$ cat src/rtl/axi_txn_arbiter.sv
// Round-robin arbiter sharing one burst Master between N_REQ requesters.
// Issues start strobes, monitors R/B handshakes, and reports per-requester done/status.
//
// state  | meaning
// IDLE   | waiting for a request; the cycle with req_ready high is still IDLE
// ISSUE  | en/en_ strobe visible, command/payload driven to Master
// WAIT_R | counting read beats until RLAST or timeout
// WAIT_B | waiting for write response or timeout
// DONE   | done/status pulse visible, buses cleared, pointer advanced
module axi_txn_arbiter #(
  parameter int N_REQ  = 2,
  parameter int CMD_W  = 16,
  parameter int DATA_W = 128,
  parameter int TMO    = 255
) (
  input  logic                      clk,
  input  logic                      rst,
  input  logic [N_REQ-1:0]          req_valid,
  output logic [N_REQ-1:0]          req_ready,
  input  logic [N_REQ-1:0]          req_write,
  input  logic [N_REQ*CMD_W-1:0]    req_cmd,
  input  logic [N_REQ*DATA_W-1:0]   req_data,
  output logic                      en,
  output logic                      en_,
  output logic [CMD_W-1:0]          tb_R,
  output logic [CMD_W-1:0]          tb_W,
  output logic [DATA_W-1:0]         INDATA,
  input  logic                      RVALID,
  input  logic                      RREADY,
  input  logic                      RLAST,
  input  logic                      BVALID,
  input  logic                      BREADY,
  input  logic [4:0]                BRESP,
  output logic [N_REQ-1:0]          done,
  output logic [1:0]                status,
  output logic                      busy
);

  localparam int PTR_W = (N_REQ > 2) ? 2 : 1;
  localparam int TMO_W = $clog2(TMO + 1);

  typedef enum logic [2:0] {IDLE, ISSUE, WAIT_R, WAIT_B, DONE} state_t;

  state_t             state;
  logic [PTR_W-1:0]   rr_ptr;
  logic [PTR_W-1:0]   gnt_idx;
  logic [CMD_W-1:0]   cmd_q;
  logic               write_q;
  logic [DATA_W-1:0]  data_q;
  logic [3:0]         beat_cnt;
  logic [TMO_W-1:0]   tmo_cnt;

  logic               pick_vld;
  logic [PTR_W-1:0]   pick_idx;
  logic [PTR_W-1:0]   sel;
  logic [N_REQ-1:0]   pick_oh;
  logic [N_REQ-1:0]   gnt_oh;
  logic [PTR_W-1:0]   rr_next;
  logic               r_hs;
  logic               b_hs;
  logic               fin;
  logic [1:0]         fin_st;

  assign pick_oh = N_REQ'(1) << pick_idx;
  assign gnt_oh  = N_REQ'(1) << gnt_idx;
  assign rr_next = (gnt_idx == PTR_W'(N_REQ - 1)) ? '0 : gnt_idx + 1'b1;
  assign r_hs    = RVALID & RREADY;
  assign b_hs    = BVALID & BREADY;

  // Scan downward so the requester closest to rr_ptr is the last (winning) assignment.
  always_comb begin
    pick_vld = 1'b0;
    pick_idx = '0;
    sel      = '0;
    for (int k = N_REQ - 1; k >= 0; k--) begin
      sel = PTR_W'((int'(rr_ptr) + k) % N_REQ);
      if (req_valid[sel]) begin
        pick_vld = 1'b1;
        pick_idx = sel;
      end
    end
  end

  // A handshake in the timeout cycle takes priority over the timeout.
  always_comb begin
    fin    = 1'b0;
    fin_st = 2'b00;
    if (state == WAIT_R) begin
      if (r_hs && RLAST) begin
        fin    = 1'b1;
        fin_st = ((5'(beat_cnt) + 5'd1) == 5'(cmd_q[7:4])) ? 2'b00 : 2'b11;
      end else if (!r_hs && tmo_cnt == TMO_W'(TMO)) begin
        fin    = 1'b1;
        fin_st = 2'b10;
      end
    end else if (state == WAIT_B) begin
      if (b_hs) begin
        fin    = 1'b1;
        fin_st = (BRESP == 5'd0) ? 2'b00 : 2'b01;
      end else if (tmo_cnt == TMO_W'(TMO)) begin
        fin    = 1'b1;
        fin_st = 2'b10;
      end
    end
  end

  always_ff @(posedge clk or negedge rst) begin
    if (!rst) begin
      state     <= IDLE;
      rr_ptr    <= '0;
      gnt_idx   <= '0;
      cmd_q     <= '0;
      write_q   <= 1'b0;
      data_q    <= '0;
      beat_cnt  <= '0;
      tmo_cnt   <= '0;
      req_ready <= '0;
      en        <= 1'b0;
      en_       <= 1'b0;
      tb_R      <= '0;
      tb_W      <= '0;
      INDATA    <= '0;
      done      <= '0;
      status    <= 2'b00;
      busy      <= 1'b0;
    end else begin
      req_ready <= '0;
      en        <= 1'b0;
      en_       <= 1'b0;
      done      <= '0;
      status    <= 2'b00;
      case (state)
        IDLE: begin
          busy <= 1'b0;
          if (|req_ready) begin
            state    <= ISSUE;
            busy     <= 1'b1;
            tmo_cnt  <= '0;
            beat_cnt <= '0;
            if (cmd_q[7:4] != 4'd0) begin
              if (write_q) begin
                en_    <= 1'b1;
                tb_W   <= cmd_q;
                INDATA <= data_q;
              end else begin
                en   <= 1'b1;
                tb_R <= cmd_q;
              end
            end
          end else if (pick_vld) begin
            req_ready <= pick_oh;
            gnt_idx   <= pick_idx;
            cmd_q     <= req_cmd[int'(pick_idx)*CMD_W +: CMD_W];
            write_q   <= req_write[pick_idx];
            data_q    <= req_data[int'(pick_idx)*DATA_W +: DATA_W];
          end
        end
        ISSUE: begin
          tmo_cnt <= tmo_cnt + 1'b1;
          if (cmd_q[7:4] == 4'd0) begin
            state  <= DONE;
            done   <= gnt_oh;
            status <= 2'b11;
          end else begin
            state <= write_q ? WAIT_B : WAIT_R;
          end
        end
        WAIT_R, WAIT_B: begin
          if (fin) begin
            state  <= DONE;
            done   <= gnt_oh;
            status <= fin_st;
            tb_R   <= '0;
            tb_W   <= '0;
            INDATA <= '0;
          end else begin
            // Saturate so a non-final beat in the timeout cycle only defers the timeout.
            if (tmo_cnt != TMO_W'(TMO)) tmo_cnt <= tmo_cnt + 1'b1;
            if (state == WAIT_R && r_hs) beat_cnt <= beat_cnt + 1'b1;
          end
        end
        DONE: begin
          state  <= IDLE;
          busy   <= 1'b0;
          rr_ptr <= rr_next;
        end
        default: state <= IDLE;
      endcase
    end
  end

endmodule
$ cat config.mk
export PLATFORM = sky130hd
export DESIGN_NAME = axi_txn_arbiter
export DESIGN_NICKNAME = d
export VERILOG_FILES = /design/src/rtl/axi_txn_arbiter.sv
export SDC_FILE = /design/constraint.sdc
export NUM_CORES = 1
export LEC_CHECK = 0
export ABC_AREA = 1
export CAP_MARGIN = 40
export CORE_AREA = 2 2 181 183
export DETAILED_ROUTE_END_ITERATION = 6
export DIE_AREA = 0 0 183 185
export PLACE_DENSITY = 0.84
export SYNTH_ARGS = -nofsm -noshare
export SYNTH_HDL_FRONTEND = slang
export SYNTH_SLANG_ARGS = --single-unit
$ cat constraint.sdc
create_clock -name clk -period 3.7 [get_ports clk]
set_clock_uncertainty 0.1 [all_clocks]
set_input_delay 0.555 -clock clk [delete_from_list [all_inputs] [get_ports clk]]
set_output_delay 0.555 -clock clk [all_outputs]
set_load 0.02 [all_outputs]
==> results.md <==
- Status: complete, but fails checks
- Violated checks: hold timing
- Post-Route Setup TNS: 0 ns
- Ys flop type: dfrtp_1
- IO buf count: 472
- Worst Max-Slew Pin Slew: between 0.8 and 0.9 ns
- Post-synth net total: 1,979
- Tmin final: 2.60 ns
- Final HPWL DP: 30,100 um
- Critical Path RT: 4.03 ns
- Initial drt markers: just over 800
- Full die area: approximately 0.034 mm^2
- Maxcap violations: 0
- DR WL/cell: 16.6 um
- Met3 wire len: 3180 um
- Vias in the first global route: 13,000
- Slew margin rel.: between 40% and 50%
- Largest net degree at the start of global routing: 107
- Worst setup SP type: flip-flop
- DR top layer: met4
- Placed cell count: between 2,000 and 2,500
- Finish-stage setup viols: 0
- Final hold viol count: 12
- Die width: ~180 um
- Rows: 66
- H-Tree Depth: 2
- VDD IR max: 0.566 mV
- Fmax achieved: 384 MHz
- CP startpoint: state[1]
- Post-synth ARST share: 100%
- R2R setup slack: 1.10 ns
- WL final: 42,400 um
- Clock sinks: 331
- Vias: 13,000
- WP data arrival: about 2.9 ns
- Post-CTS resize count: 0
- Die Ht: roughly 190 um
- Dpl ws: 1.03 ns
- DR DRC count: 0
- Share of post-route cells with drive strength above 1: 4.29%
- CTS clock-pin slew for the worst setup and hold paths: 0.06 ns
- Avg Inst Size Synth: 8.24 um^2
- Antenna Violating Nets Remaining: 0
- Yosys Warn Count: 0
- Seq/Total Area, Yosys: ~60%
- Synth-to-Final Area Change: 46.0%
- Vias per inst: 5.07
- Cells after Synth: 1,673
- Final Core Density: 62.9%
- Setup ws final: 1.10 ns
- Synth Register Bits: 331
- Total grt overflow: 0
- GP Congestion: 0.880
- Worst hold slack: -0.0364 ns
- Core region area: 0.0320 mm^2
- Initial antenna violation count: 4
- CP Capture Type: flip-flop
- Yosys cell types: 26
- Leakage: 9.79 nW
- Layout net count: 2,429
- Met1 wire length: about 16,000 um
- # IOs: 473
- CTS Buf Count: 36
- Non-Filler Instances: 2,558
- Hold Path Class: input pin to async pin
- Met2 WL: ~21,000 um
- Worst-case clock buffer depth: 3
- Unrepaired setup endpoints after global routing: false
- Post-CTS Setup Repair Bufs: 0
- Cell Area, Placed: roughly 0.019 mm^2
- Later-pin clock latency in the skew report: ~0.5 ns
- Most frequent cells in the layout: nand2_1, clkdlybuf4s50_1, dfrtp_1, nand3_1, inv_1
- Commonest non-fill, non-tap cell in the layout: nand2_1
- Netlist Area Pre-Place: 0.0138 mm^2
- First-pass DRT Iterations: 7
- Max FO, Critical Path: 90
- Initial Util: 43.0%
- Design area: approximately 0.020 mm^2
- CTS root buf: clkbuf_16
- PwrDens: 875 mW/mm^2
- Number of synthesized flops with an enable pin: 0
- Worst R2R Start: state[1]
- First-pass GRT wire length: ~66,000 um
- Hold buffers post-CTS: 0
- Slew Limit Fails: 0
- Tot GR Track Use: between 20% and 30%
- Tcrit/Tclk final: between 70% and 80%
- Crit Path Class: flip-flop to flip-flop
- Clock tree from TritonCTS: built
[cell type report]
type / instances / area (um^2)
Tap cell: 408 / 510
Fill cell: 2552 / 11900
Multi-Input combinational cell: 1210 / 4970
Clock buffer: 54 / 1080
Sequential cell: 331 / 8280
Antenna cell: 5 / 12.5
Clock inverter: 6 / 82.6
Timing Repair Buffer: 496 / 5020
Inverter: 48 / 183
[sequential cells by signal, summed over array words and instances, names as in the netlist, 2 cells and up]
name and flops:
INDATA 128, data_q 128, cmd_q 16, tb_R 16, tb_W 16, tmo_cnt 8
beat_cnt 4, state 3, done 2, req_ready 2, status 2
[synthesized netlist by cell type (all sizes together) (2+ instances only)]
library cell | instances | area (um^2)
nand4 | 7 | 43.8
nor2 | 38 | 148
ha | 2 | 25.0
nand2 | 955 | 3590
dfrtp | 331 | 8280
nor3 | 3 | 15.0
a21oi | 5 | 25.0
nand3 | 155 | 776
clkbuf | 51 | 191
o211ai | 17 | 128
o21ai | 19 | 95.1
inv | 47 | 176
xor2 | 4 | 35.0
nor3b | 2 | 31.3
buf | 33 | 203
[stage by stage]
step	power [W]	hold slack, ns
global placement	0.0138	0.353
detailed placement	0.0141	0.358
finish	0.0176	-0.0364
global route	0.0188	0.0434
floorplan	0.0106	0.159
CTS	0.0177	0.0578
[cell families after synthesis]
logic type,after synthesis,share of synthesized area (%)
adder cells (fa/ha/maj),2,0.181
XOR/XNOR,5,0.318
AND/OR/NAND/NOR,1161,33.4
buffers and inverters,132,4.16
AO/OA/AOI/OAI,42,1.84
flip-flops,331,60.1
[final timing paths]
path                          endpoint  cells after the start
hold / removal             data_q[108]                      1
min in group clk            INDATA[81]                      2
setup / recovery            INDATA[73]                     11
max in group asynchronous   data_q[29]                      2
setup reg to reg            INDATA[73]                     11
hold reg to reg             INDATA[81]                      2
[critical path, stage by stage (launching register included)]
cell and delay [ns]:
dfrtp_1 0.46, nor2_2 0.25, nand2_2 0.14, nor2_2 0.26, inv_2 0.06, nand2_1 0.14
nor3b_4 0.05, buf_4 0.21, nand2_4 0.17, buf_12 0.32, nand2_1 0.14, nand2_1 0.09
[power by group]
part / total [W] / switching (W) / leakage (nW) / internal (W)
Clock: 0.00353 / 0.00138 / 0.570 / 0.00214
Sequential: 0.00627 / 0.000971 / 4.30 / 0.00530
Combinational: 0.00782 / 0.00477 / 4.92 / 0.00304
[routing by layer]
layer  track usage [%]  vias up
met5                 0        -
met4              13.3        0
met3              5.15      146
met2              42.5      621
met1              28.7     6104
li1                  -     6099
Note: power is estimated with default switching activity, not from simulation.
